## src/rtl/tabajara_pkg.sv

```systemverilog
// Shared definitions for the enemy shot unit.
//   shot_state_e : shot sequencer states (COOL/ARM/FLY/HIT)
//   Screen and player geometry in pixels, shot box height, 10-bit position helpers.
package tabajara_pkg;

    typedef enum logic [1:0] {
        ST_COOL = 2'd0,
        ST_ARM  = 2'd1,
        ST_FLY  = 2'd2,
        ST_HIT  = 2'd3
    } shot_state_e;

    localparam int unsigned POS_W      = 10;
    localparam int unsigned SCREEN_H   = 480;
    localparam int unsigned PLAYER_Y   = 440;
    localparam int unsigned PLAYER_W   = 32;
    localparam int unsigned PLAYER_H   = 16;
    localparam int unsigned SHOT_BOX_H = 4;

    localparam logic [POS_W-1:0] POS_MAX = '1;

    // 10-bit unsigned add that clips at 1023 instead of wrapping.
    function automatic logic [POS_W-1:0] sat_add(input logic [POS_W-1:0] a,
                                                 input logic [POS_W-1:0] b);
        logic [POS_W:0] sum;
        sum = {1'b0, a} + {1'b0, b};
        return sum[POS_W] ? POS_MAX : sum[POS_W-1:0];
    endfunction

    // Clip a 12-bit intermediate position to the 10-bit screen range.
    function automatic logic [POS_W-1:0] clip12(input logic [11:0] v);
        return (v[11:10] != 2'b00) ? POS_MAX : v[POS_W-1:0];
    endfunction

endpackage

```

## src/rtl/enemy_shot_unit_tick_divider.sv

```systemverilog
// tick_divider: emits a one-cycle tick every DIV enabled clock cycles.
//   clk    in  system clock
//   reset  in  asynchronous active-low reset (counter to 0)
//   clear  in  synchronous clear (counter to 0, no tick)
//   enable in  counter advances only while high
//   tick   out high on the DIV-th enabled cycle since the last wrap
module tick_divider #(
    parameter int unsigned DIV = 250000
) (
    input  logic clk,
    input  logic reset,
    input  logic clear,
    input  logic enable,
    output logic tick
);

    localparam int unsigned CNT_W = (DIV > 1) ? $clog2(DIV) : 1;
    localparam logic [CNT_W-1:0] LAST = CNT_W'(DIV - 1);

    logic [CNT_W-1:0] cnt_q;
    logic [CNT_W-1:0] cnt_d;

    always_comb begin
        cnt_d = cnt_q;
        if (clear) begin
            cnt_d = '0;
        end else if (enable) begin
            cnt_d = (cnt_q == LAST) ? '0 : cnt_q + CNT_W'(1);
        end
    end

    assign tick = enable && !clear && (cnt_q == LAST);

    always_ff @(posedge clk or negedge reset) begin
        if (!reset) begin
            cnt_q <= '0;
        end else begin
            cnt_q <= cnt_d;
        end
    end

endmodule

```

## src/rtl/enemy_shot_unit.sv

```systemverilog
// enemy_shot_unit: spawns one enemy projectile under the selected shooter, moves it
// down the screen and detects a hit on the player.
//   clk, reset (async, active-low), restart (sync, active-high, same effect as reset)
//   estado_jogo      : 1 = running, anything else freezes every register
//   enemy_vivos      : live mask, bit i = linear enemy id i
//   ID_enemy_tiro_X/Y: selected shooter linear id / row
//   grid_x, grid_y   : enemy grid top-left; jogador_x : player left edge
//   score            : only used when SHOT_SPEEDUP_EN is defined
//   tiro_x, tiro_y, tiro_ativo : shot position / visibility; jogador_vivo : sticky 0 after hit
// Build option: define SHOT_SPEEDUP_EN to make the step grow with score (capped at 8 px).
//
// state | meaning
// COOL  | waiting COOLDOWN step ticks after reset or a retired shot
// ARM   | sampling the shooter each cycle until a live, in-range one appears
// FLY   | shot moving down; checks player overlap and bottom of screen
// HIT   | player was hit; absorbing until reset/restart
module enemy_shot_unit
    import tabajara_pkg::*;
#(
    parameter int unsigned LINHAS    = 4,
    parameter int unsigned COLUNAS   = 8,
    parameter int unsigned ENEMY_W   = 32,
    parameter int unsigned ENEMY_H   = 24,
    parameter int unsigned SHOT_STEP = 2,
    parameter int unsigned STEP_DIV  = 250000,
    parameter int unsigned COOLDOWN  = 50
) (
    input  logic                       clk,
    input  logic                       reset,
    input  logic                       restart,
    input  logic [1:0]                 estado_jogo,
    input  logic [LINHAS*COLUNAS-1:0]  enemy_vivos,
    input  logic [5:0]                 ID_enemy_tiro_X,
    input  logic [5:0]                 ID_enemy_tiro_Y,
    input  logic [9:0]                 grid_x,
    input  logic [9:0]                 grid_y,
    input  logic [9:0]                 jogador_x,
    input  logic [9:0]                 score,
    output logic [9:0]                 tiro_x,
    output logic [9:0]                 tiro_y,
    output logic                       tiro_ativo,
    output logic                       jogador_vivo
);

    localparam int unsigned NUM_ENEMY = LINHAS * COLUNAS;
    localparam int unsigned CD_W      = (COOLDOWN > 0) ? $clog2(COOLDOWN + 1) : 1;
    localparam logic [CD_W-1:0] CD_INIT = CD_W'(COOLDOWN);

    shot_state_e      state_q, state_d;
    logic [CD_W-1:0]  cooldown_q, cooldown_d;
    logic [9:0]       tiro_x_q, tiro_x_d;
    logic [9:0]       tiro_y_q, tiro_y_d;
    logic             tiro_ativo_q, tiro_ativo_d;
    logic             jogador_vivo_q, jogador_vivo_d;

    logic             running;
    logic             step_tick;
    logic [9:0]       step_px;

    assign running = (estado_jogo == 2'd1);

    tick_divider #(
        .DIV (STEP_DIV)
    ) u_step_div (
        .clk    (clk),
        .reset  (reset),
        .clear  (restart),
        .enable (running),
        .tick   (step_tick)
    );

`ifdef SHOT_SPEEDUP_EN
    logic [6:0] step_raw;
    assign step_raw = 7'(SHOT_STEP) + {1'b0, score[9:4]};
    assign step_px  = (step_raw > 7'd8) ? 10'd8 : {3'b000, step_raw};
`else
    logic unused_score;
    assign unused_score = ^score;
    assign step_px      = 10'(SHOT_STEP);
`endif

    // Shooter validation and spawn point. Column wraps modulo 64 if the row/id pair
    // is inconsistent; the 12-bit sums are then clipped to the screen range.
    logic [5:0]            shooter_col;
    logic [NUM_ENEMY-1:0]  vivos_shifted;
    logic                  shooter_ok;
    logic [11:0]           spawn_x_wide;
    logic [11:0]           spawn_y_wide;

    assign shooter_col   = ID_enemy_tiro_X - 6'(32'(ID_enemy_tiro_Y) * COLUNAS);
    assign vivos_shifted = enemy_vivos >> ID_enemy_tiro_X;
    assign shooter_ok    = (32'(ID_enemy_tiro_X) < NUM_ENEMY) && vivos_shifted[0];
    assign spawn_x_wide  = 12'(grid_x) + 12'(shooter_col) * 12'(ENEMY_W) + 12'(ENEMY_W / 2);
    assign spawn_y_wide  = 12'(grid_y) + (12'(ID_enemy_tiro_Y) + 12'd1) * 12'(ENEMY_H);

    logic [9:0] player_right;
    logic       player_hit;
    logic       off_screen;

    assign player_right = sat_add(jogador_x, 10'(PLAYER_W));
    assign player_hit   = (tiro_x_q >= jogador_x) && (tiro_x_q < player_right)
                       && (sat_add(tiro_y_q, 10'(SHOT_BOX_H)) >= 10'(PLAYER_Y))
                       && (tiro_y_q < 10'(PLAYER_Y + PLAYER_H));
    assign off_screen   = (tiro_y_q >= 10'(SCREEN_H));

    always_comb begin
        state_d        = state_q;
        cooldown_d     = cooldown_q;
        tiro_x_d       = tiro_x_q;
        tiro_y_d       = tiro_y_q;
        tiro_ativo_d   = tiro_ativo_q;
        jogador_vivo_d = jogador_vivo_q;

        if (restart) begin
            state_d        = ST_COOL;
            cooldown_d     = CD_INIT;
            tiro_x_d       = '0;
            tiro_y_d       = '0;
            tiro_ativo_d   = 1'b0;
            jogador_vivo_d = 1'b1;
        end else if (running) begin
            case (state_q)
                ST_COOL: begin
                    if (cooldown_q == '0) begin
                        state_d = ST_ARM;
                    end else if (step_tick) begin
                        cooldown_d = cooldown_q - CD_W'(1);
                    end
                end
                ST_ARM: begin
                    if (shooter_ok) begin
                        tiro_x_d     = clip12(spawn_x_wide);
                        tiro_y_d     = clip12(spawn_y_wide);
                        tiro_ativo_d = 1'b1;
                        state_d      = ST_FLY;
                    end
                end
                ST_FLY: begin
                    // Hit wins over retire when both are true in the same cycle.
                    if (player_hit) begin
                        tiro_ativo_d   = 1'b0;
                        jogador_vivo_d = 1'b0;
                        state_d        = ST_HIT;
                    end else if (off_screen) begin
                        tiro_ativo_d = 1'b0;
                        cooldown_d   = CD_INIT;
                        state_d      = ST_COOL;
                    end else if (step_tick) begin
                        tiro_y_d = sat_add(tiro_y_q, step_px);
                    end
                end
                ST_HIT: begin
                    tiro_ativo_d   = 1'b0;
                    jogador_vivo_d = 1'b0;
                end
                default: begin
                    state_d = ST_COOL;
                end
            endcase
        end
    end

    always_ff @(posedge clk or negedge reset) begin
        if (!reset) begin
            state_q        <= ST_COOL;
            cooldown_q     <= CD_INIT;
            tiro_x_q       <= '0;
            tiro_y_q       <= '0;
            tiro_ativo_q   <= 1'b0;
            jogador_vivo_q <= 1'b1;
        end else begin
            state_q        <= state_d;
            cooldown_q     <= cooldown_d;
            tiro_x_q       <= tiro_x_d;
            tiro_y_q       <= tiro_y_d;
            tiro_ativo_q   <= tiro_ativo_d;
            jogador_vivo_q <= jogador_vivo_d;
        end
    end

    assign tiro_x       = tiro_x_q;
    assign tiro_y       = tiro_y_q;
    assign tiro_ativo   = tiro_ativo_q;
    assign jogador_vivo = jogador_vivo_q;

endmodule
```

## config.mk

```make
export PLATFORM = sky130hd
export DESIGN_NAME = enemy_shot_unit
export DESIGN_NICKNAME = d
export VERILOG_FILES = /design/src/rtl/tabajara_pkg.sv /design/src/rtl/enemy_shot_unit_tick_divider.sv /design/src/rtl/enemy_shot_unit.sv
export SDC_FILE = /design/constraint.sdc
export NUM_CORES = 1
export LEC_CHECK = 0
export CAP_MARGIN = 20
export CORE_ASPECT_RATIO = 1.75
export CORE_UTILIZATION = 40
export DETAILED_ROUTE_END_ITERATION = 10
export PLACE_DENSITY = 0.68
export SLEW_MARGIN = 15
export SYNTH_ARGS = -nofsm -noshare
export SYNTH_HDL_FRONTEND = slang
export SYNTH_HIERARCHICAL = 1
export SYNTH_SLANG_ARGS = --single-unit
```

## constraint.sdc

```tcl
create_clock -name clk -period 3.7 [get_ports clk]
set_input_delay 0.925 -clock clk [delete_from_list [all_inputs] [get_ports clk]]
set_output_delay 0.925 -clock clk [all_outputs]
set_load 0.05 [all_outputs]
```

==> results of run 1 <==
## sequential cells by signal, summed over array words and instances (netlist names)
signal and flops:
jogador_vivo 1, tiro_y 10, cooldown_q 6, state_q 2, u_step_div/cnt_q 18, tiro_ativo 1, tiro_x 10
## kinds of logic (layout without fill, tap and decap cells)
logic type,count (synthesis),in the layout,share of synthesized area (%)
flip-flops,48,48,24.2
XOR/XNOR,23,23,4.04
AND/OR/NAND/NOR,237,237,23.2
buffers and inverters,70,241,6.15
AO/OA/AOI/OAI,157,157,21.9
multiplexers,18,18,5.70
adder cells (fa/ha/maj),57,57,14.9
## per-stage QoR
stage                     hold slack, ps  area (sq um)
final                                513          7110
after global routing                 528          7110
after CTS                            514          7010
after detailed placement             505          6730
after global placement               504          6730
after floorplan                      480          5090
## repair_timing
| item | CTS | global route |
|---|---|---|
| pin swaps | 25 | 19 |
| resized for setup | 38 | 19 |
| buffers inserted | 7 | 3 |
| hold buffers | 0 | 0 |
| setup endpoints to repair | 11 | 13 |
## synth_stat cells, drive strengths merged, types with 7 or more instances
library cell   n
nand2         78
nor2          56
ha            53
inv           49
dfrtp         44
o21ai         38
nand3         29
a21oi         27
xnor2         15
a31oi         13
clkbuf        13
o31ai         13
or3           12
nor3          10
o21a          10
nand4          9
o211ai         9
a21o           8
buf            8
mux4           8
nor2b          8
xor2           8
mux2i          7
## worst paths after layout
check | to | start | cells after the start | slack, ps
max in group asynchronous | cooldown_q[2] | reset | 1 | 2610
setup / recovery | tiro_y[8] | ID_enemy_tiro_Y[0] | 20 | -260
min in group asynchronous | u_step_div/cnt_q[16] | reset | 1 | 640
setup reg to reg | tiro_y[5] | u_step_div/cnt_q[12] | 8 | 840
hold / removal | jogador_vivo | jogador_vivo | 1 | 510
hold reg to reg | jogador_vivo | jogador_vivo | 1 | 510
## power groups by stage
stage | clock, mW | sequential, mW | combinational [mW]
after floorplan | 0 | 0.996 | 0.820
after global placement | 0 | 0.810 | 1.58
after detailed placement | 0 | 0.818 | 1.63
after CTS | 0.480 | 0.809 | 1.70
after global routing | 0.505 | 0.831 | 1.91
final | 0.475 | 0.813 | 1.75
## cell type report
cell class	instances	area [sq um]	area share, %
Timing Repair Buffer	184	1660	23.4
Inverter	49	184	2.59
Clock inverter	1	7.51	0.106
Sequential cell	48	1210	17.0
Clock buffer	7	143	2.00
Multi-Input combinational cell	492	3700	52.1
Tap cell	165	206	2.90
## routing by layer
layer | up-vias | part of all wire, %
met5 | - | 0
met4 | 0 | 4.2
met3 | 51 | 5.1
met2 | 188 | 58
met1 | 2513 | 33
li1 | 2565 | -
==> qor.yml, run 1 <==
powerDensity_nw_per_um2: 428
arrival_ps: 4110
yosysWarningCount: 6
finalCoreUtilization_pct: 58.9
p_int_mw: 1.69
synth_edf_count: 0
sw_frac_of_total_pct: 44.6
cpMaxStageDelayCell: "a311o_2"
hold_viol_final: 0
use_met1_pct: 21.0
grt_pass1_wl_microns: 24100
globalRoute.totalOverflow: 0
clkSlewWorstSetupHoldPaths_ps: 70
postRouteAntennaNets: 0
final_common_cell: "clkdlybuf4s50_1"
vias: 5317
num-fill-cells: 1115
clock_skew_ps: 8.94
power_frac_seq_pct: 26.7
critPathMaxFanout: 6
wl_microns: 14900
setup_viol: 10
crit_family: "compound AO/OA/AOI/OAI gates"
rows: 53
grt_start_max_net_pins: 49
cts_made_buffers: 5
synth_ff_type: "dfrtp_1"
ys_ff_latch: 48
comb_power_share_pct: 57.7
layout-drive-gt1-share_pct: 19.8
grt_use_met2_pct: 48.0
cap_viol_max_count: 0
max_clock_freq_mhz: 253
clock-sinks: 48
final_cell_mix: "clkdlybuf4s50_1 (89), buf_4 (80), nand2_1 (75)"
root_buffer: "clkbuf_16"
nNetsFinal: 926
ioPinCount: 111
drv_slew: 0
rsz0062_at_grt: "true"
drcViolationCount: 0
period_minus_slack_ps: 3960
instances_no_fill: 946
dp_hpwl_microns: 12100
vias_per_cell: 5.62
met3_usage_pct: 4.14
dieWidth_microns: 86.4
synth_top_area_cell: "dfrtp_1"
syn_inst: 610
tightest_slew_ps: 640
place_ws_ps: -1150
drt_iter0_drc: 247
syn2layout_area_growth_pct: 42.7
cp-start-kind: "input pin"
grt_use_total_pct: 23.5
worst_path_largest_cell_delay_ps: 430
die_h_microns: 150
path_cells: "buf_8, ha_4, xnor2_4, inv_2, ha_4, nand2b_4, or3_1, o211ai_1, nor2_1, xnor2_1, ha_1, nand2_1, o21ai_2, nand2_2, buf_4, nor2b_4, o21ai_2, a311o_2, o211ai_1, o221ai_1"
ir_drop_mv: 0.194
busiest_layer: "met2"
cts_tree: "yes"
fin_tns_setup_ps: -1960
synth_area_leaders: "dfrtp_1 (22%), ha_1 (13%), nand2_1 (5.9%)"
avgSynthCellArea_sq_um: 8.17
power_mw: 3.04
wl_per_cell_microns: 15.7
yosys.area.top_type_share_pct: 22.1
start_util_pct: 41.3
place_congestion: 0.864
status: "finished with violations"
core-area_sq_um: 12100
antenna_found_initial: 0
violations: "negative setup slack"
fin_ws_ps: -255
relSlewSlack_pct: 57.3
syn_area_sq_um: 4990
dp.cells: 928
endpoint_kind: "register"
die-area_sq_um: 12900
path_class: "input pin to register"
power.leakage_nw: 3.20
ys_types: 70
clock_latency_ps: 290
async_reset_ff_share_pct: 100
cts.path.max_buffers: 2
io_buffers: 100
p_switching_mw: 1.36
firstDrtPassIters: 5
required_ps: 3860
diodes: 0
power.share.clock_pct: 15.6
min_path_type: "register to register"
syn-num-nets: 756
htreeDepth: 2
yosysSeqAreaShare_pct: 24.2
grt_pass1_vias: 5518
finalCritPeriodShare_pct: 107
critPathBufInv: 3
Note: power is estimated with default switching activity, not from simulation.
==> run 2, diff against run 1 <==
- GPL_ROUTABILITY_DRIVEN: default -> 0
==> results of run 2 <==
Final layout, timing and power as in run 1 (identical DEF).
